<file path="src/rtl/multicycle_ctrl_fsm_pkg.sv">
// Shared encodings for the multicycle control unit: opcodes, datapath select
// codes and FSM state encodings (also used by the datapath and the bench).
package multicycle_ctrl_fsm_pkg;

    localparam logic [5:0] OPC_RTYPE = 6'b000000;
    localparam logic [5:0] OPC_LW    = 6'b100011;
    localparam logic [5:0] OPC_SW    = 6'b101011;
    localparam logic [5:0] OPC_BEQ   = 6'b000100;
    localparam logic [5:0] OPC_J     = 6'b000010;
    localparam logic [5:0] OPC_ADDI  = 6'b001000;

    localparam logic [1:0] ALUSRCB_DATAB = 2'b00;
    localparam logic [1:0] ALUSRCB_CONST = 2'b01;
    localparam logic [1:0] ALUSRCB_IMM   = 2'b10;

    localparam logic [1:0] ALUOP_ADD   = 2'b00;
    localparam logic [1:0] ALUOP_SUB   = 2'b01;
    localparam logic [1:0] ALUOP_FUNCT = 2'b10;

    localparam logic [1:0] PCSRC_ALU    = 2'b00;
    localparam logic [1:0] PCSRC_ALUOUT = 2'b01;
    localparam logic [1:0] PCSRC_JUMP   = 2'b10;

    typedef enum logic [3:0] {
        IDLE    = 4'd0,
        FETCH   = 4'd1,
        DECODE  = 4'd2,
        MEMADDR = 4'd3,
        MEMRD   = 4'd4,
        MEMWB   = 4'd5,
        MEMWR   = 4'd6,
        EXEC_R  = 4'd7,
        ALUWB_R = 4'd8,
        EXEC_I  = 4'd9,
        ALUWB_I = 4'd10,
        BRANCH  = 4'd11,
        JUMP    = 4'd12,
        TRAP    = 4'd13
    } ctrlState_e;

endpackage

</file>
<file path="src/rtl/multicycle_ctrl_fsm.sv">
// Multicycle CPU control unit: Moore FSM sequencing fetch/decode/execute/
// memory/writeback, gated by the memory ready handshake.
module multicycle_ctrl_fsm
    import multicycle_ctrl_fsm_pkg::*;
#(
    parameter int unsigned OP_W   = 6,
    parameter int unsigned ST_W   = 4,
    parameter int unsigned IRQ_EN = 0
) (
    input  logic            Clk,
    input  logic            Rst_n,
    input  logic [OP_W-1:0] Opcode,
    input  logic            Zero,
    input  logic            MemReady,
    output logic            MemRead,
    output logic            MemWrite,
    output logic            IorD,
    output logic            IRWrite,
    output logic            PCWrite,
    output logic            PCWriteCond,
    output logic [1:0]      PCSource,
    output logic            ALUSrcA,
    output logic [1:0]      ALUSrcB,
    output logic [1:0]      ALUOp,
    output logic            RegDst,
    output logic            MemtoReg,
    output logic            RegWrite,
    output logic            Illegal,
    output logic [ST_W-1:0] State
);

    ctrlState_e state;
    ctrlState_e nextState;

    // Zero is consumed by the datapath through PCWriteCond; IRQ_EN is reserved.
    logic unusedSignals;
    assign unusedSignals = ^{Zero, (IRQ_EN != 0)};

    always_ff @(posedge Clk or negedge Rst_n) begin
        if (!Rst_n) begin
            state <= IDLE;
        end else begin
            state <= nextState;
        end
    end

    always_ff @(posedge Clk or negedge Rst_n) begin
        if (!Rst_n) begin
            Illegal <= 1'b0;
        end else if (nextState == TRAP) begin
            Illegal <= 1'b1;
        end
    end

    always_comb begin
        nextState = FETCH;
        case (state)
            IDLE:    nextState = FETCH;
            FETCH:   nextState = MemReady ? DECODE : FETCH;
            DECODE: begin
                if (Opcode == OPC_LW || Opcode == OPC_SW) nextState = MEMADDR;
                else if (Opcode == OPC_RTYPE)             nextState = EXEC_R;
                else if (Opcode == OPC_ADDI)              nextState = EXEC_I;
                else if (Opcode == OPC_BEQ)               nextState = BRANCH;
                else if (Opcode == OPC_J)                 nextState = JUMP;
                else                                      nextState = TRAP;
            end
            MEMADDR: nextState = (Opcode == OPC_LW) ? MEMRD : MEMWR;
            MEMRD:   nextState = MemReady ? MEMWB : MEMRD;
            MEMWB:   nextState = FETCH;
            MEMWR:   nextState = MemReady ? FETCH : MEMWR;
            EXEC_R:  nextState = ALUWB_R;
            ALUWB_R: nextState = FETCH;
            EXEC_I:  nextState = ALUWB_I;
            ALUWB_I: nextState = FETCH;
            BRANCH:  nextState = FETCH;
            JUMP:    nextState = FETCH;
            TRAP:    nextState = TRAP;
            default: nextState = FETCH;
        endcase
    end

    always_comb begin
        MemRead     = 1'b0;
        MemWrite    = 1'b0;
        IorD        = 1'b0;
        IRWrite     = 1'b0;
        PCWrite     = 1'b0;
        PCWriteCond = 1'b0;
        PCSource    = PCSRC_ALU;
        ALUSrcA     = 1'b0;
        ALUSrcB     = ALUSRCB_DATAB;
        ALUOp       = ALUOP_ADD;
        RegDst      = 1'b0;
        MemtoReg    = 1'b0;
        RegWrite    = 1'b0;
        case (state)
            FETCH: begin
                MemRead = 1'b1;
                ALUSrcB = ALUSRCB_CONST;
                IRWrite = MemReady;
                PCWrite = MemReady;
            end
            DECODE: begin
                ALUSrcB = ALUSRCB_IMM;
            end
            MEMADDR: begin
                ALUSrcA = 1'b1;
                ALUSrcB = ALUSRCB_IMM;
            end
            MEMRD: begin
                MemRead = 1'b1;
                IorD    = 1'b1;
            end
            MEMWB: begin
                RegWrite = 1'b1;
                MemtoReg = 1'b1;
            end
            MEMWR: begin
                MemWrite = 1'b1;
                IorD     = 1'b1;
            end
            EXEC_R: begin
                ALUSrcA = 1'b1;
                ALUOp   = ALUOP_FUNCT;
            end
            ALUWB_R: begin
                RegWrite = 1'b1;
                RegDst   = 1'b1;
            end
            EXEC_I: begin
                ALUSrcA = 1'b1;
                ALUSrcB = ALUSRCB_IMM;
            end
            ALUWB_I: begin
                RegWrite = 1'b1;
            end
            BRANCH: begin
                ALUSrcA     = 1'b1;
                ALUOp       = ALUOP_SUB;
                PCWriteCond = 1'b1;
                PCSource    = PCSRC_ALUOUT;
            end
            JUMP: begin
                PCWrite  = 1'b1;
                PCSource = PCSRC_JUMP;
            end
            default: begin
            end
        endcase
    end

    assign State = ST_W'(state);

endmodule

</file>
<file path="config.mk">
export PLATFORM = sky130hd
export DESIGN_NAME = multicycle_ctrl_fsm
export DESIGN_NICKNAME = d
export VERILOG_FILES = /design/src/rtl/multicycle_ctrl_fsm_pkg.sv /design/src/rtl/multicycle_ctrl_fsm.sv
export SDC_FILE = /design/constraint.sdc
export NUM_CORES = 1
export LEC_CHECK = 0
export ABC_AREA = 1
export CORE_AREA = 3 3 48 50
export CTS_BUF_LIST = sky130_fd_sc_hd__clkbuf_2
export DETAILED_ROUTE_END_ITERATION = 12
export DIE_AREA = 0 0 51 53
export GPL_TIMING_DRIVEN = 0
export PLACE_DENSITY_LB_ADDON = 0.2
export SYNTH_ARGS = -nofsm -noshare
export SYNTH_HDL_FRONTEND = slang
export SYNTH_SLANG_ARGS = --single-unit
export TNS_END_PERCENT = 5
</file>
<file path="constraint.sdc">
create_clock -name Clk -period 1.9 [get_ports Clk]
set_input_delay 0.285 -clock Clk [delete_from_list [all_inputs] [get_ports Clk]]
set_output_delay 0.285 -clock Clk [all_outputs]
set_load 0.05 [all_outputs]
</file>
==> impl_metrics.csv, run 1 <==
group,metric,value,unit
synthesis,synth.avg_cell_area,6.243,µm²
synthesis,seq_area_frac_synth,21.32,%
timing,whs,0.2643,ns
placed_design,dp_hpwl,1.269,mm
timing,period_minus_slack,1.808,ns
pwr,peakVddDrop,717.6,µV
routing,ant_nets,0,
synthesis,ys_types,22,
cts,cts_sinks,5,
cts,cts_made_buffers,3,
timing,tightest_slew,0.5042,ns
worst_setup_path,r2r-start,"State[2]$_DFF_PN0_",
finish,final_cells,154,
routing,drt_iter0_drc,0,
worst_setup_path,arrival,1.52,ns
cts,clock_latency,0.23,ns
cts,cts_setup_buffers,0,
global_routing,grt_max_degree,9,
placed_design,port_buffers,29,
routing,wl,1.501,mm
worst_setup_path,cp_max_fo,7,
finish,mostFrequentLayoutCells,"20 x nand2_1, 13 x nor2_1, 12 x inv_1, 10 x clkdlybuf4s50_1, 7 x clkbuf_2",
worst_setup_path,worstSetupEndpointType,"primary output",
global_routing,grt_use_total,12.30,%
routing,num_vias,671,
die,die_x,51,µm
pwr,clock_power_share,6.4,%
global_routing,grt_pass1_vias,613,
finish,regArea,127.6,µm²
synthesis,yosys_warnings,0,
worst_setup_path,r2r_cells,8,
worst_setup_path,r2r_slack,0.56,ns
pwr,switchingPower,1.030,mW
die,ios,31,
synthesis,syn-cell-area,586.8,µm²
die,start_util,30.22,%
finish,multiInputGateArea,379.1,µm²
global_routing,gr-total-overflow,0,
routing,first_pass_iters,1,
worst_hold_path,hp-class,"primary input to asynchronous set/reset pin",
cts,clockRootBuffer,"clkbuf_2",
synthesis,yosys_register_bits,5,
routing,wl_per_cell,9.747,µm
cts,path_clk_slew,0.06,ns
worst_setup_path,timing.rr.end,"Illegal$_DFFE_PN0N_",
pwr,leakage,0.4715,nW
routing,viasPerCell,4.357,
pwr,power,1.595,mW
timing,setup_viol,0,
outcome,status,"completed",
timing,slew_viol_final,0,
pwr,power_density,1758,nW/µm²
cts,h-tree-depth,1,
pwr,switching_share,64.58,%
synthesis,syn-num-nets,104,
finish,diodes,0,
die,die-height,53,µm
routing,drcViolationCount,0,
finish,layout.nets,138,
synthesis,syn-instance-count,94,
die,placeableCoreArea,1942,µm²
die,rows,16,
timing,fin_crit_sh,95.16,%
routing,highest_layer,"met4",
worst_setup_path,worstPathRequired,1.62,ns
timing,grt_setup_unrepaired,"yes",
routing,dr_wl_met2,761,µm
worst_setup_path,start_kind,"register",
cts,cts_tree,"yes",
finish,drive_gt1_share,39.37,%
worst_setup_path,crit_type,"register to primary output",
finish,synthToLayoutAreaGrowth,54.58,%
timing,slew_headroom,66.52,%
placed_design,dp_cells,150,
routing,m1WireLength,630,µm
die,die_area,2703,µm²
timing,fmax,0.5531,GHz
pwr,p_seq_share,14.5,%
finish,fillerInstances,215,
timing,fin_skew,0.006425,ns
cts,cts_max_path_buffers,2,
timing,hold_viol,0,
global_routing,antenna_found_initial,0,
pwr,combPwrFrac,79.1,%
pwr,intPower,0.5649,mW
job,maxCapViolations,0,
placed_design,place_congestion,0.7864,
routing,wl_met3,79,µm
finish,mostFrequentLayoutCell,"nand2_1",
global_routing,grt_first_pass_wirelength,2.504,mm
==> cell usage after synthesis (all sizes together) <==
master | n | area [µm²]
dfrtp | 5 | 125.1
inv | 17 | 63.81
nor3 | 1 | 5.000
nand4 | 3 | 18.77
a21oi | 1 | 5.000
buf | 2 | 15.01
nor2 | 22 | 117.6
clkinv | 3 | 12.51
o21ai | 3 | 18.77
o211ai | 1 | 7.510
nand2 | 26 | 117.6
nand3 | 8 | 67.57
o22ai | 2 | 12.51
==> how the worst max path moves through the flow <==
| stage | from | endpoint | cells past startpoint |
|---|---|---|---|
| 6_report | State[3]$_DFF_PN0_ | IorD | 4 |
| 5_1_grt | State[0]$_DFF_PN0_ | ALUSrcA | 7 |
| 4_1_cts | State[0]$_DFF_PN0_ | PCWrite | 5 |
| 3_5_place_dp | State[0]$_DFF_PN0_ | ALUSrcA | 7 |
| 3_3_place_gp | State[0]$_DFF_PN0_ | ALUSrcA | 7 |
| 2_1_floorplan | State[0]$_DFF_PN0_ | RegWrite | 4 |
==> registers in the layout, summed over array words and instances, names as in the netlist <==
register	cells
State	4
Illegal	1
==> cell families after synthesis <==
family | synth area share (%)
AOI/OAI and AO/OA | 7.462
buffers and inverters | 15.56
DFF | 21.32
and+or+nand+nor | 55.65
==> routing by layer <==
metal	vias up	track usage, %
li1	357	-
met2	21	22.75
met1	290	13.24
met3	3	1.127
met4	0	8.072
met5	-	0
==> stage by stage <==
stage,area [µm²],setup slack [ns],setup TNS [ns],util (%)
3_3_place_gp,919.6,-0.3057,-2.019,47.36
4_1_cts,922.1,0.003377,0,47.49
2_1_floorplan,595.6,-0.2424,-0.9038,-
3_5_place_dp,919.6,-0.3282,-2.081,47.36
6_report,907.1,0.09194,0,46.71
5_1_grt,907.1,-0.03707,-0.06125,46.71
==> area by class of cell <==
type / count / area share [%]
clock buffer: 4 / 2.207
timing repair buffer: 29 / 28.14
inverter: 20 / 8.414
multi-input combinational: 67 / 41.79
sequential: 5 / 14.07
tap: 27 / 3.724
buffer: 2 / 1.655
==> power groups by stage <==
stage | combinational, mW | sequential [mW] | clock [mW]
2_1_floorplan | 0.855 | 0.332 | 0
4_1_cts | 1.28 | 0.227 | 0.106
3_5_place_dp | 1.34 | 0.230 | 0
6_report | 1.26 | 0.232 | 0.102
3_3_place_gp | 1.33 | 0.231 | 0
5_1_grt | 1.35 | 0.242 | 0.113
==> timing repair <==
action / CTS / global route
gates resized for setup: 50 / 12
setup endpoints to repair: 19 / 12
pin swaps: 0 / 0
gates cloned: 0 / 0
hold buffers: 0 / 0
==> worst max-delay path, cell delays in order (launching register included) <==
cell and delay [ns]:
dfrtp_1 0.48, inv_2 0.12, nand3_1 0.11, inv_1 0.07, dlygate4sd2_1 0.52
(Power assumes the default switching activity.)
==> inputs of run 2 (changes only) <==
Settings changed: SLEW_MARGIN from default to 40.
==> results of run 2 <==
Same layout as run 1: the final DEF is identical, and so are final timing and power.
==> inputs of run 3 (changes only) <==
Settings changed: CORE_AREA 3 3 48 50 to 3 3 55 44, DIE_AREA 0 0 51 53 to 0 0 58 47.
==> run 3 against run 2 <==
Sequential power about the same; cell count fell by 1.9%; via count fell by 0.89%; clock power decreased by 5%; largest power group unchanged; count of clock-buffer cells in the layout unchanged; critical endpoint is now ALUSrcB[0]; wire length increased by 1.3%; register-to-register slack got worse by 0.02 ns; clock skew shrank 0.0033 ns; critical path depth is the same; maximum frequency is 1.2% higher.
==> impl_metrics.csv, run 3 (synthesis gave the netlist of run 1 again) <==
group,metric,value,unit
outcome,status,"completed",
global_routing,antenna_found_initial,0,
finish,layout.nets,138,
timing,grt_setup_unrepaired,"yes",
worst_hold_path,hp-class,"primary input to asynchronous set/reset pin",
routing,ant_nets,0,
placed_design,place_congestion,0.8508,
timing,slew_headroom,66.53,%
routing,drcViolationCount,0,
die,ios,31,
pwr,power,1.591,mW
global_routing,grt_first_pass_wirelength,2.497,mm
finish,finalInstanceArea,890.9,µm²
finish,synthToLayoutAreaGrowth,51.81,%
routing,num_vias,665,
die,die-height,47,µm
cts,path_clk_slew,0.06,ns
pwr,power_density,1786,nW/µm²
die,start_util,29.91,%
finish,mostFrequentLayoutCell,"nand2_1",
pwr,combPwrFrac,79.4,%
worst_setup_path,crit_type,"register to primary output",
cts,cts_tree,"yes",
timing,tightest_slew,0.5012,ns
worst_setup_path,worstPathRequired,1.62,ns
global_routing,grt_pass1_vias,569,
cts,h-tree-depth,1,
worst_setup_path,worstSetupEndpointType,"primary output",
placed_design,dp_hpwl,1.280,mm
placed_design,place_area,915.9,µm²
worst_setup_path,cp_max_fo,7,
routing,drt_iter0_drc,9,
placed_design,port_buffers,29,
die,die_area,2726,µm²
pwr,switchingPower,1.029,mW
timing,slew_viol_final,0,
die,placeableCoreArea,1962,µm²
finish,drive_gt1_share,40.16,%
finish,diodes,0,
worst_setup_path,critPathTopFamily,"flip-flops",
worst_setup_path,r2r_cells,8,
cts,clockRootBuffer,"clkbuf_2",
die,rows,14,
cts,cts_setup_buffers,0,
timing,setup_viol,0,
timing,whs,0.2827,ns
global_routing,gr-total-overflow,0,
pwr,leakage,0.4920,nW
cts,cts_made_buffers,3,
routing,viasPerCell,4.404,
worst_setup_path,r2r_slack,0.54,ns
timing,hold_viol,0,
pwr,switching_share,64.69,%
global_routing,grt_use_total,11.94,%
job,maxCapViolations,0,
finish,mostFrequentLayoutCells,"20 x nand2_1, 13 x nor2_1, 12 x inv_1, 10 x clkbuf_2, 10 x clkdlybuf4s50_1",
cts,cts_max_path_buffers,2,
routing,first_pass_iters,4,
timing,fin_crit_sh,94.01,%
finish,largest_reg_flops,4,
die,die_x,58,µm
worst_setup_path,arrival,1.50,ns
worst_setup_path,worstSetupStartpoint,"State[3]$_DFF_PN0_",
routing,wl_per_cell,10.07,µm
worst_setup_path,cp_num_cells,4,
worst_setup_path,timing.rr.end,"Illegal$_DFFE_PN0N_",
worst_setup_path,r2r-start,"State[2]$_DFF_PN0_",
timing,period_minus_slack,1.786,ns
pwr,peakVddDrop,863.4,µV
timing,fin_skew,0.003075,ns
worst_setup_path,crit_chain,"nor2_4 > nand2_1 > inv_1 > clkdlybuf4s15_2",
worst_setup_path,crit_buf_inv,2,
global_routing,grt_max_degree,9,
worst_setup_path,crit_path_max_incr_delay,0.49,ns
cts,cts_sinks,5,
finish,finish.utilization,45.41,%
worst_setup_path,endpoint,"ALUSrcB[0]",
timing,fmax,0.5599,GHz
worst_setup_path,crit_slowest_cell,"dfrtp_1",
pwr,p_seq_share,14.6,%
cts,clock_latency,0.21,ns
worst_setup_path,start_kind,"register",
routing,wl,1.521,mm
pwr,clock_power_share,6.1,%
pwr,intPower,0.5616,mW
-- run 3: changes by cell type in the layout (fill, tap and decap cells not counted) --
cell             previous run  this run
clkbuf_2                    7        10
dlygate4sd2_1               4         1
dlymetal6s2s_1              0         2
clkdlybuf4s15_2             5         3
buf_6                       1         0
buf_4                       4         5
-- run 3: worst min path at each step --
stage	end	cells after the start	slack, ns
2_1_floorplan	Illegal$_DFFE_PN0N_	0	-0.01
3_3_place_gp	Illegal$_DFFE_PN0N_	2	0.46
3_5_place_dp	Illegal$_DFFE_PN0N_	2	0.46
4_1_cts	State[1]$_DFF_PN0_	1	0.28
5_1_grt	State[3]$_DFF_PN0_	1	0.29
6_report	State[2]$_DFF_PN0_	1	0.28
-- run 3: routing by layer --
layer	track usage [%]	vias to the layer above	part of all wire (%)
met5	0	-	0
met4	4.167	0	0
met3	2.198	0	7.8
met2	19.14	19	45
met1	16.34	290	47
li1	-	356	-
-- run 3: final cells by class --
| type | instances | area (µm²) |
|---|---|---|
| Sequential cell | 5 | 127.6 |
| Tap cell | 24 | 30.03 |
| Fill cell | 214 | 1071 |
| Multi-Input combinational cell | 67 | 379.1 |
| Timing Repair Buffer | 29 | 242.7 |
| Inverter | 20 | 76.32 |
| Clock buffer | 4 | 20.02 |
| Buffer | 2 | 15.01 |
-- run 3: repair_timing --
item | 4_1_cts | 5_1_grt
resized for setup | 41 | 23
setup endpoints to repair | 17 | 15
gates cloned | 0 | 0
hold buffers | 0 | 0
pin swaps | 0 | 0
-- run 3: power groups by stage --
stage / Clock [mW] / Combinational (mW) / Sequential [mW]
2_1_floorplan: 0 / 0.855 / 0.332
3_3_place_gp: 0 / 1.34 / 0.231
3_5_place_dp: 0 / 1.33 / 0.229
4_1_cts: 0.0991 / 1.28 / 0.227
5_1_grt: 0.105 / 1.36 / 0.242
6_report: 0.0964 / 1.26 / 0.232
-- run 3: per-stage QoR --
step,worst slack [ns],setup TNS (ns),instances
after floorplan,-0.2424,-0.9038,94
after global placement,-0.3100,-2.111,147
after detailed placement,-0.3012,-1.982,147
after CTS,0.001286,0,151
after global routing,-0.007661,-0.01132,151
final,0.1138,0,151
